### src/rtl/ym3438_pkg.sv
// Shared constants and types for the YM3438 operator/channel slot rings.
// Latency: n/a (types and constants only).
// Backpressure: n/a.
package ym3438_pkg;

    // The chip time-multiplexes 6 channels x 4 operators over 24 slots.
    localparam int YM_SLOTS  = 24;
    localparam int YM_SLOT_W = $clog2(YM_SLOTS);

    typedef logic [YM_SLOT_W-1:0] ym_slot_t;

endpackage

### src/rtl/ym3438_slot_ring_dbg.sv
// Serial debug shifter: parallel-loads a tapped word and shifts it out MSB first along a daisy chain.
// Latency: a load on a c1 cycle is visible at dbg_out on the following MCLK.
// Backpressure: none; updates only on c1, otherwise holds.
module ym3438_slot_ring_dbg #(
    parameter int WIDTH = 10
) (
    input  logic             MCLK,
    input  logic             rst,
    input  logic             c1,
    input  logic             load,
    input  logic [WIDTH-1:0] load_data,
    input  logic             dbg_in,
    output logic             dbg_out
);

    logic [WIDTH-1:0] dsr;
    logic [WIDTH-1:0] chain;

    // Next serial value: shift up by one and take the upstream bit at the bottom.
    // A 1-bit shifter degenerates to just the upstream bit.
    always_comb begin
        chain    = dsr << 1;
        chain[0] = dbg_in;
    end

    // Load ORs the tapped word over the shifted chain so upstream data is never dropped.
    always_ff @(posedge MCLK) begin
        if (rst) begin
            dsr <= '0;
        end else if (c1) begin
            dsr <= load ? (load_data | chain) : chain;
        end
    end

    assign dbg_out = dsr[WIDTH-1];

endmodule

### src/rtl/ym3438_slot_ring.sv
// Circulating SLOTS x WIDTH slot ring with input latch, slot counter/frame sync and debug tap.
// Latency: a word captured on c1 returns at data_out after exactly SLOTS c2 pulses.
// Backpressure: none; c1 updates the input latch, c2 advances ring and counter, both may coincide.
module ym3438_slot_ring
    import ym3438_pkg::*;
#(
    parameter int WIDTH = 10,
    parameter int SLOTS = YM_SLOTS,
    localparam int CW   = $clog2(SLOTS)
) (
    input  logic             MCLK,
    input  logic             rst,
    input  logic             c1,
    input  logic             c2,
    input  logic             wr_en,
    input  logic [WIDTH-1:0] wr_data,
    output logic [WIDTH-1:0] data_out,
    output logic [CW-1:0]    slot,
    output logic             sync,
    input  logic             dbg_load,
    input  logic             dbg_in,
    output logic             dbg_out
);

    localparam logic [CW-1:0] LAST_SLOT = CW'(SLOTS - 1);

    logic [WIDTH-1:0] v1;
    logic [WIDTH-1:0] mem [SLOTS];

    // Head of the ring is the oldest entry: the slot leaving this cycle.
    assign data_out = mem[SLOTS-1];

    // Frame marker derived straight from the counter.
    assign sync = (slot == '0);

    // c1 captures either new data or the recirculating head; c2 shifts the previous latch
    // value in. Both use pre-edge values, so a joint c1&c2 shifts the old latch content.
    always_ff @(posedge MCLK) begin
        if (rst) begin
            v1   <= '0;
            slot <= '0;
            for (int i = 0; i < SLOTS; i++) begin
                mem[i] <= '0;
            end
        end else begin
            if (c1) begin
                v1 <= wr_en ? wr_data : data_out;
            end
            if (c2) begin
                mem[0] <= v1;
                for (int i = 1; i < SLOTS; i++) begin
                    mem[i] <= mem[i-1];
                end
                // Explicit wrap keeps non-power-of-2 rings inside 0..SLOTS-1.
                slot <= (slot == LAST_SLOT) ? '0 : slot + CW'(1);
            end
        end
    end

    ym3438_slot_ring_dbg #(
        .WIDTH(WIDTH)
    ) u_dbg (
        .MCLK      (MCLK),
        .rst       (rst),
        .c1        (c1),
        .load      (dbg_load),
        .load_data (data_out),
        .dbg_in    (dbg_in),
        .dbg_out   (dbg_out)
    );

endmodule

### config.mk
export PLATFORM = sky130hd
export DESIGN_NAME = ym3438_slot_ring
export DESIGN_NICKNAME = d
export VERILOG_FILES = /design/src/rtl/ym3438_pkg.sv /design/src/rtl/ym3438_slot_ring_dbg.sv /design/src/rtl/ym3438_slot_ring.sv
export SDC_FILE = /design/constraint.sdc
export NUM_CORES = 1
export LEC_CHECK = 0
export ABC_AREA = 0
export BUFFER_PORTS_ARGS = -buffer_cell sky130_fd_sc_hd__buf_4
export CORE_AREA = 2 2 139 141
export CTS_CLUSTER_DIAMETER = 30
export DETAILED_ROUTE_END_ITERATION = 7
export DIE_AREA = 0 0 141 143
export PLACE_DENSITY_LB_ADDON = 0.05
export SETUP_SLACK_MARGIN = 0.3
export SLEW_MARGIN = 15
export SYNTH_ARGS = -nofsm -noshare
export SYNTH_HDL_FRONTEND = slang
export SYNTH_SLANG_ARGS = --single-unit
### constraint.sdc
create_clock -name MCLK -period 3.7 [get_ports MCLK]
set_input_delay 0 -clock MCLK [delete_from_list [all_inputs] [get_ports MCLK]]
set_output_delay 0 -clock MCLK [all_outputs]
set_load 0.02 [all_outputs]
==> results.sh, run 1 <==
export IMPL_cts_hold_buf=32
export IMPL_setup_viol=0
export IMPL_via_per_inst=5.04
export IMPL_p_leak_nw=4.89
export IMPL_fin_crit_sh=0.547
export IMPL_grt_usage=0.159
export IMPL_relSlewSlack=0.461
export IMPL_cts_buffers=49
export IMPL_critPathKind="register to register"
export IMPL_synth_seq_area_share=0.763
export IMPL_fin_skew_ns=0.0166
export IMPL_syn_avg_cell_area_um2=15.9
export IMPL_end_kind="register"
export IMPL_synth_common_cells="edfxtp_1 (240), and2_1 (180), nor2b_1 (60)"
export IMPL_netlist_area_mm2=0.0101
export IMPL_die_w_um=141
export IMPL_final_antenna_net_count=0
export IMPL_startpoint_type="register"
export IMPL_finish_net_count=731
export IMPL_layout_drive_gt1_share=0.169
export IMPL_cts_sinks=265
export IMPL_cts_tree="yes"
export IMPL_critPathMaxFanout=3
export IMPL_utilization=0.671
export IMPL_wl_per_cell_um=15.6
export IMPL_synth_top_area_share=0.714
export IMPL_ys_flop_type="edfxtp_1"
export IMPL_netlist_instances=636
export IMPL_crit_arrival_ns=2.43
export IMPL_reg2reg_slack_ns=1.67
export IMPL_initial_utilization=0.544
export IMPL_io_buffers=33
export IMPL_async_flop_share=0
export IMPL_nFillCells=1281
export IMPL_dp_worst_setup_slack_ns=1.89
export IMPL_fin_crit_ns=2.03
export IMPL_placed_area_mm2=0.0104
export IMPL_wl_mm=15.4
export IMPL_clk_latency_ns=0.53
export IMPL_row_count=50
export IMPL_cts_root_buf="clkbuf_16"
export IMPL_synth_cell_types=28
export IMPL_area_growth_pct=23.4
export IMPL_gp_congestion=0.736
export IMPL_firstDrtPassIters=4
export IMPL_hpwl_mm=7.49
export IMPL_cts_resized=0
export IMPL_drt_iter0_markers=317
export IMPL_p_per_area_mw_per_mm2=677
export IMPL_hold_violations=0
export IMPL_grt_ovfl_total=0
export IMPL_slew_violations=0
export IMPL_synth_nets=655
export IMPL_rsz0062_at_grt="false"
export IMPL_outcome="finished clean"
export IMPL_maxCapViolCount=0
export IMPL_grt_max_degree=95
export IMPL_cts_buffer_depth=3
export IMPL_path_clk_slew_ns=0.05
export IMPL_worst_pin_slew_ns=0.807
export IMPL_fin_area_mm2=0.0125
export IMPL_finalSetupTns_ns=0
export IMPL_fmaxAchievable_mhz=494
export IMPL_grt_pass1_wl_mm=25.3
export IMPL_drc=0
export IMPL_yosysWarnings=0
export IMPL_grt_pass1_vias=5068
export IMPL_dr_total_vias=4968
export IMPL_hold_class="primary input to register"
export IMPL_post_cts_buffers=0
export IMPL_num_io_pins=34
export IMPL_core_mm2=0.0186
export IMPL_cts_max_level=2
export IMPL_required_ns=4.10
export IMPL_antenna_found_initial=0
export IMPL_synth_seq_cells=265
export IMPL_ir_drop_mv=0.395
export IMPL_synth_edff_count=240
export IMPL_synth_top_cell_by_area="edfxtp_1"
export IMPL_die_y_um=143
export IMPL_synth_area_leaders="edfxtp_1 (71%), and2_1 (11%), dfxtp_1 (5.0%)"
export IMPL_dieArea_mm2=0.0202
export IMPL_finalWorstSetupSlack_ns=1.67
export IMPL_yosysMostFrequentCell="edfxtp_1"
export IMPL_n_antenna_cell=0
[cells in the final DEF (no fill, tap or decap), types with 2 or more instances in the layout]
| cell | count |
|---|---|
| clkbuf_1 | 2 |
| clkbuf_16 | 49 |
| dfxtp_1 | 25 |
| clkinv_4 | 5 |
| mux2i_1 | 13 |
| clkinvlp_4 | 11 |
| inv_6 | 4 |
| clkinv_2 | 5 |
| a211oi_1 | 21 |
| buf_12 | 3 |
| inv_1 | 3 |
| nor2_1 | 21 |
| and2_1 | 180 |
| edfxtp_1 | 240 |
| nand2b_1 | 2 |
| nor2b_1 | 60 |
| clkinv_1 | 4 |
| bufinv_16 | 10 |
| buf_4 | 37 |
| ha_1 | 2 |
| a21oi_1 | 11 |
| dlygate4sd3_1 | 32 |
[area by class of cell]
cell class,count,area [um^2],share of cell area
Inverter,3,11.3,0.000904
Sequential cell,265,7710,0.619
Timing Repair Buffer,72,658,0.0528
Multi-Input combinational cell,321,2060,0.165
Clock inverter,39,502,0.0403
Tap cell,234,293,0.0235
Clock buffer,51,1230,0.0990
[final timing paths]
check / start / end / cells past startpoint
min: wr_en / v1[1] / 3
max reg2reg: mem[5][30] / u_dbg.dsr[0] / 4
max: mem[5][30] / u_dbg.dsr[0] / 4
min reg2reg: u_dbg.dsr[9] / u_dbg.dsr[9] / 2
[kinds of logic after synthesis]
| logic type | synth area share |
|---|---|
| AOI/OAI and AO/OA | 0.0229 |
| DFF | 0.763 |
| adders and majority gates | 0.00248 |
| muxes | 0.0129 |
| buffers and inverters | 0.0336 |
| xor gates and xnor gates | 0.000867 |
| and+or+nand+nor | 0.164 |
[worst max-delay path, cell delays in order (launching register included)]
cell and delay [ns]:
edfxtp_1 0.47, a21oi_1 0.20, dlygate4sd3_1 0.58, a211oi_1 0.07, dlygate4sd3_1 0.58
[where the power goes]
| part | internal, mW | switching (mW) | leakage, nW | total, mW |
|---|---|---|---|---|
| registers | 3.47 | 0.0595 | 2.86 | 3.53 |
| logic | 0.135 | 0.172 | 1.22 | 0.306 |
| clock network | 3.13 | 1.47 | 0.814 | 4.60 |
[metal layers]
layer | track usage | routed length (um)
met1 | 0.231 | 7620
met2 | 0.228 | 6840
met3 | 0.0389 | 574
met4 | 0.0747 | 340
met5 | 0 | 0
[metrics by stage]
| step | instances | total power [mW] | hold WS [ns] |
|---|---|---|---|
| final | 985 | 8.44 | 0.0517 |
| after global routing | 985 | 8.72 | 0.0588 |
| after CTS | 985 | 8.54 | 0.0224 |
| after detailed placement | 863 | 3.86 | 0.349 |
| after global placement | 863 | 3.85 | 0.335 |
| after floorplan | 636 | 3.78 | 0.219 |
[state kept, by name, summed over array words and instances, names as in the netlist]
name,cells
v1,10
mem,240
u_dbg.dsr,10
slot,5
Power figures use the tool's default switching activity.
==> inputs of run 2 (changes only) <==
--- a/config.mk
+++ b/config.mk
@@ -7,10 +7,10 @@
 export LEC_CHECK = 0
 export ABC_AREA = 0
 export BUFFER_PORTS_ARGS = -buffer_cell sky130_fd_sc_hd__buf_4
-export CORE_AREA = 2 2 139 141
+export CORE_AREA = 2 2 132 134
 export CTS_CLUSTER_DIAMETER = 30
 export DETAILED_ROUTE_END_ITERATION = 7
-export DIE_AREA = 0 0 141 143
+export DIE_AREA = 0 0 134 136
 export PLACE_DENSITY_LB_ADDON = 0.05
 export SETUP_SLACK_MARGIN = 0.3
 export SLEW_MARGIN = 15
==> constraint.sdc (replaced) <==
create_clock -name MCLK -period 1.91 [get_ports MCLK]
set_input_delay 0 -clock MCLK [delete_from_list [all_inputs] [get_ports MCLK]]
set_output_delay 0 -clock MCLK [all_outputs]
set_load 0.02 [all_outputs]
==> run 2 against run 1 <==
Die area fell by 9.6%. Clock-buffer cell count rose by 1. Sequential power rose by 94%. Sequential share of layout area rose by 0.39 points. Routed wire length rose by 0.98%. Global-route usage rose by 1.6 points. Sequential cell count did not move. First-iteration DRC count rose by 18%. Highest routed layer unchanged.
==> results.sh, run 2 (same netlist as run 1, synthesis figures left out) <==
export IMPL_pwr_share_clk=0.520
export IMPL_drt_iter0_markers=373
export IMPL_antenna_found_initial=0
export IMPL_p_switching_mw=3.26
export IMPL_r2r_cells=3
export IMPL_firstDrtPassIters=4
export IMPL_grt_ovfl_total=0
export IMPL_p_leak_nw=4.86
export IMPL_r2r_start="mem[5][39]"
export IMPL_final_cells=976
export IMPL_maxCapViolCount=0
export IMPL_layout_drive_gt1_share=0.173
export IMPL_fin_crit_ns=1.52
export IMPL_ir_drop_mv=1.02
export IMPL_reg2reg_slack_ns=0.42
export IMPL_startpoint_type="register"
export IMPL_placed_cells=862
export IMPL_hold_violations=0
export IMPL_dr_total_vias=4982
export IMPL_largest_reg_flops=240
export IMPL_critPathMaxFanout=5
export IMPL_initial_utilization=0.598
export IMPL_endpoint="sync"
export IMPL_cts_buffers=47
export IMPL_outcome="finished clean"
export IMPL_fin_skew_ns=0.0167
export IMPL_largest_register="mem"
export IMPL_n_antenna_cell=0
export IMPL_grt_pass1_wl_mm=24.8
export IMPL_wl_mm=15.5
export IMPL_p_per_area_mw_per_mm2=1260
export IMPL_most_common_layout_cells="edfxtp_1 (240), and2_1 (180), nor2b_1 (60)"
export IMPL_finish_net_count=731
export IMPL_path_cells="inv_1, ha_1, nor4b_2, buf_4"
export IMPL_hpwl_mm=7.94
export IMPL_row_count=48
export IMPL_fmaxAchievable_mhz=658
export IMPL_netSwitchingFraction=0.209
export IMPL_setup_viol=0
export IMPL_area_growth_pct=22.6
export IMPL_final_antenna_net_count=0
export IMPL_power_report_internal_total_mw=12.3
export IMPL_post_cts_buffers=0
export IMPL_rsz0062_at_grt="false"
export IMPL_grt_usage=0.175
export IMPL_cts_root_buf="clkbuf_16"
export IMPL_clk_latency_ns=0.53
export IMPL_drc=0
export IMPL_required_ns=1.91
export IMPL_num_io_pins=34
export IMPL_total_power_mw=15.6
export IMPL_finalSetupTns_ns=0
export IMPL_io_buffers=33
export IMPL_final_common_cell="edfxtp_1"
export IMPL_utilization=0.734
export IMPL_power_frac_seq=0.440
export IMPL_die_w_um=134
export IMPL_crit_start="slot[0]"
export IMPL_cp_slowest_cell="dfxtp_1"
export IMPL_critPathKind="register to primary output"
export IMPL_dp_worst_setup_slack_ns=0.563
export IMPL_top_regs="mem: 240 flops, u_dbg.dsr: 10 flops, v1: 10 flops"
export IMPL_gp_congestion=0.741
export IMPL_multiInputGateArea_mm2=0.00206
export IMPL_comb_power_share=0.040
export IMPL_timing_rr_end="v1[9]"
export IMPL_worst_pin_slew_ns=0.655
export IMPL_via_per_inst=5.10
export IMPL_slew_violations=0
export IMPL_seqCellArea_mm2=0.00771
export IMPL_core_mm2=0.0169
export IMPL_grt_pass1_vias=4979
export IMPL_end_kind="primary output"
export IMPL_critPathMaxStageDelay_ns=0.42
export IMPL_hold_class="primary input to register"
export IMPL_die_y_um=136
export IMPL_finalWorstSetupSlack_ns=0.391
export IMPL_dieArea_mm2=0.0182
export IMPL_cts_sinks=265
export IMPL_cts_max_level=2
export IMPL_cts_tree="yes"
export IMPL_cts_buffer_depth=3
export IMPL_nFillCells=1035
export IMPL_path_clk_slew_ns=0.05
export IMPL_crit_arrival_ns=1.52
export IMPL_relSlewSlack=0.562
export IMPL_wl_per_cell_um=15.9
export IMPL_grt_max_degree=64
export IMPL_fin_crit_sh=0.796
==> run 2: cell types whose count changed in the layout (fill, tap and decap cells not counted), sizes merged <==
cell / delta
dlygate4sd3: -6
buf: +8
clkinv: +4
clkinvlp: -2
bufinv: -5
clkbuf: +1
==> run 2: stage by stage <==
stage	area, um^2	hold slack [ns]
final	12400	0.0341
after global routing	12400	0.0308
after CTS	12400	0.00287
after detailed placement	10500	0.342
after global placement	10500	0.336
after floorplan	10100	0.219
==> run 2: metal layers <==
| metal | GRT usage | part of all wire | vias to the layer above |
|---|---|---|---|
| met2 | 0.263 | 0.46 | 115 |
| met1 | 0.243 | 0.46 | 2444 |
| met5 | 0 | 0 | - |
| li1 | - | - | 2387 |
| met4 | 0.0810 | 0.027 | 0 |
| met3 | 0.0433 | 0.051 | 36 |
==> run 2: worst max-delay path, delay by kind of cell, from the launching register on <==
family                     cells  cell delay [ns]
DFF                            1             0.42
buffers and inverters          2             0.23
adders and majority gates      1             0.19
and+or+nand+nor                1             0.16
==> run 2: worst min path at each step <==
stage / depth (start not counted) / slack, ns / from / to
2_1_floorplan: 2 / 0.22 / dbg_in / u_dbg.dsr[0]
3_3_place_gp: 3 / 0.34 / dbg_in / u_dbg.dsr[0]
3_5_place_dp: 3 / 0.34 / dbg_in / u_dbg.dsr[0]
4_1_cts: 3 / 0.003 / rst / slot[1]
5_1_grt: 3 / 0.03 / rst / slot[1]
6_report: 3 / 0.03 / rst / slot[1]
==> run 2: layout make-up <==
class	instances	share of cell area
flip-flops and latches	265	0.622
multi-input cells	321	0.167
clock buffers	52	0.0982
repair buffers	74	0.0602
clock inverters	36	0.0289
well taps	225	0.0227
inverters	3	0.000909
==> run 2: power by group through the flow <==
| stage | logic (mW) | registers (mW) | clock network, mW |
|---|---|---|---|
| floorplan | 0.414 | 6.91 | 0 |
| global placement | 0.547 | 6.95 | 0 |
| detailed placement | 0.562 | 6.95 | 0 |
| CTS | 0.623 | 6.85 | 8.25 |
| global route | 0.679 | 6.88 | 8.51 |
| finish | 0.617 | 6.85 | 8.10 |
==> run 2: timing repair <==
item / in CTS / in global routing
hold buffers: 26 / 0
endpoints found under the setup margin: 0 / 1
hold endpoints to repair: 25 / 0
gates resized for setup: 0 / 1
==> inputs of run 3 (changes only) <==
--- a/config.mk
+++ b/config.mk
@@ -7,10 +7,10 @@
 export LEC_CHECK = 0
 export ABC_AREA = 0
 export BUFFER_PORTS_ARGS = -buffer_cell sky130_fd_sc_hd__buf_4
-export CORE_AREA = 2 2 132 134
+export CORE_AREA = 2 2 139 141
 export CTS_CLUSTER_DIAMETER = 30
 export DETAILED_ROUTE_END_ITERATION = 7
-export DIE_AREA = 0 0 134 136
+export DIE_AREA = 0 0 141 143
 export PLACE_DENSITY_LB_ADDON = 0.05
 export SETUP_SLACK_MARGIN = 0.3
 export SLEW_MARGIN = 15
==> constraint.sdc (replaced) <==
create_clock -name MCLK -period 1.25 [get_ports MCLK]
set_input_delay 0 -clock MCLK [delete_from_list [all_inputs] [get_ports MCLK]]
set_output_delay 0 -clock MCLK [all_outputs]
set_load 0.02 [all_outputs]
==> run 3 against run 2 <==
The run now ends with setup timing left. Cell count increased by 2.3%. Global-route usage decreased by 1.8 points. Routed wire length increased by 0.28%. Worst hold slack improved by 0.023 ns. Register-to-register slack got worse by 0.50 ns.
==> results.sh, run 3 (same netlist as run 1, synthesis figures left out) <==
export IMPL_outcome="finished with violations"
export IMPL_violations="setup timing"
export IMPL_hold_violations=0
export IMPL_required_ns=1.25
export IMPL_finish_net_count=746
export IMPL_power_frac_seq=0.443
export IMPL_die_y_um=143
export IMPL_final_antenna_net_count=0
export IMPL_critPathTopFamily="flip-flops"
export IMPL_ir_drop_mv=1.07
export IMPL_area_growth_pct=26.1
export IMPL_p_leak_nw=4.97
export IMPL_path_clk_slew_ns=0.05
export IMPL_most_common_layout_cells="edfxtp_1 (240), and2_1 (180), nor2b_1 (60)"
export IMPL_hpwl_mm=7.63
export IMPL_drc=0
export IMPL_nFillCells=1235
export IMPL_final_common_cell="edfxtp_1"
export IMPL_crit_arrival_ns=1.38
export IMPL_grt_pass1_wl_mm=24.9
export IMPL_setup_viol=5
export IMPL_hold_class="primary input to register"
export IMPL_cts_tree="yes"
export IMPL_placed_area_mm2=0.0106
export IMPL_num_io_pins=34
export IMPL_via_per_inst=5.02
export IMPL_n_antenna_cell=0
export IMPL_largest_register="mem"
export IMPL_initial_utilization=0.544
export IMPL_worst_pin_slew_ns=0.590
export IMPL_finalWorstSetupSlack_ns=-0.135
export IMPL_dieArea_mm2=0.0202
export IMPL_critPathMaxStageDelay_ns=0.35
export IMPL_io_buffers=33
export IMPL_grt_max_degree=59
export IMPL_fin_crit_ns=1.38
export IMPL_clk_latency_ns=0.53
export IMPL_gp_congestion=0.695
export IMPL_grt_usage=0.157
export IMPL_cts_root_buf="clkbuf_16"
export IMPL_pwr_share_clk=0.510
export IMPL_grt_pass1_vias=4911
export IMPL_use_met3=0.0476
export IMPL_critPathBufInv=2
export IMPL_end_kind="primary output"
export IMPL_use_met1=0.226
export IMPL_dr_total_vias=5007
export IMPL_path_cells="inv_4, ha_4, nor4b_4, buf_4"
export IMPL_comb_power_share=0.047
export IMPL_antenna_found_initial=0
export IMPL_relSlewSlack=0.605
export IMPL_startpoint_type="register"
export IMPL_whs_ns=0.0569
export IMPL_met2_usage=0.223
export IMPL_finalSetupTns_ns=-0.385
export IMPL_cts_max_level=2
export IMPL_cts_sinks=265
export IMPL_row_count=50
export IMPL_p_per_area_mw_per_mm2=1850
export IMPL_p_switching_mw=5.06
export IMPL_critPathMaxFanout=2
export IMPL_fin_skew_ns=0.0178
export IMPL_maxCapViolCount=0
export IMPL_die_w_um=141
export IMPL_fmaxAchievable_mhz=722
export IMPL_slew_violations=0
export IMPL_critPathKind="register to primary output"
export IMPL_cts_buffer_depth=3
export IMPL_wl_mm=15.6
export IMPL_fin_crit_sh=1.11
export IMPL_power_report_internal_total_mw=18.5
export IMPL_cp_slowest_cell="dfxtp_4"
export IMPL_wl_per_cell_um=15.6
export IMPL_largest_reg_flops=240
export IMPL_firstDrtPassIters=4
export IMPL_cts_buffers=47
export IMPL_core_mm2=0.0186
export IMPL_rsz0062_at_grt="true"
export IMPL_drt_iter0_markers=352
export IMPL_grt_ovfl_total=0
export IMPL_gr_max_usage_layer="met1"
export IMPL_top_regs="mem: 240 flops, u_dbg.dsr: 10 flops, v1: 10 flops"
export IMPL_fin_area_mm2=0.0127
export IMPL_netSwitchingFraction=0.215
export IMPL_layout_drive_gt1_share=0.250
-- run 3: final cells by class --
| cell class | instances | area [um^2] | share of cell area |
|---|---|---|---|
| Clock buffer | 50 | 1220 | 0.0956 |
| Clock inverter | 36 | 317 | 0.0249 |
| Inverter | 3 | 13.8 | 0.00108 |
| Multi-Input combinational cell | 321 | 2240 | 0.176 |
| Sequential cell | 265 | 7730 | 0.607 |
| Tap cell | 234 | 293 | 0.0230 |
| Timing Repair Buffer | 89 | 927 | 0.0728 |
-- run 3: power by group through the flow --
stage | combinational [mW] | sequential (mW) | clock, mW
after floorplan | 0.642 | 10.6 | 0
after global placement | 0.835 | 10.6 | 0
after detailed placement | 0.858 | 10.6 | 0
after CTS | 1.04 | 10.4 | 12.3
after global routing | 1.22 | 10.5 | 12.7
final | 1.12 | 10.4 | 12.0
-- run 3: routing by layer --
| metal | up-vias | share of wire |
|---|---|---|
| li1 | 2414 | - |
| met1 | 2454 | 0.49 |
| met2 | 101 | 0.44 |
| met3 | 38 | 0.045 |
| met4 | 0 | 0.027 |
| met5 | - | 0 |
-- run 3: per-stage QoR --
| step | setup slack [ns] | total power, mW | utilization | cells |
|---|---|---|---|---|
| after floorplan | -1.19 | 11.2 | - | 636 |
| after global placement | 0.176 | 11.5 | 0.569 | 872 |
| after detailed placement | 0.141 | 11.5 | 0.569 | 872 |
| after CTS | -0.151 | 23.8 | 0.675 | 994 |
| after global routing | -0.167 | 24.4 | 0.685 | 998 |
| final | -0.135 | 23.6 | 0.685 | 998 |
-- run 3: worst reg2reg max path, delay by kind of cell (launching register included) --
kind | cells | cell delay, ns
AO/OA/AOI/OAI | 1 | 0.25
adder cells (fa/ha/maj) | 1 | 0.17
flip-flops | 1 | 0.35
multiplexers | 1 | 0.13
buffers and inverters | 3 | 0.35
-- run 3: timing repair --
item                                   4_1_cts  5_1_grt
setup buffers                               19        4
pin swaps                                   11       10
endpoints found under the hold margin       25        0
hold buffers                                17        0
gates resized for setup                     35       33
gates cloned                                 0        0
setup endpoints to repair                   21       39
-- run 3: worst paths after layout --
| kind | end | cells after the start | slack (ns) | start |
|---|---|---|---|---|
| worst max-delay path | sync | 4 | -0.13 | slot[1] |
| worst min-delay path | v1[7] | 4 | 0.06 | rst |
| worst max register to register | slot[3] | 6 | -0.08 | slot[1] |
| worst min register to register | v1[2] | 2 | 0.49 | v1[2] |
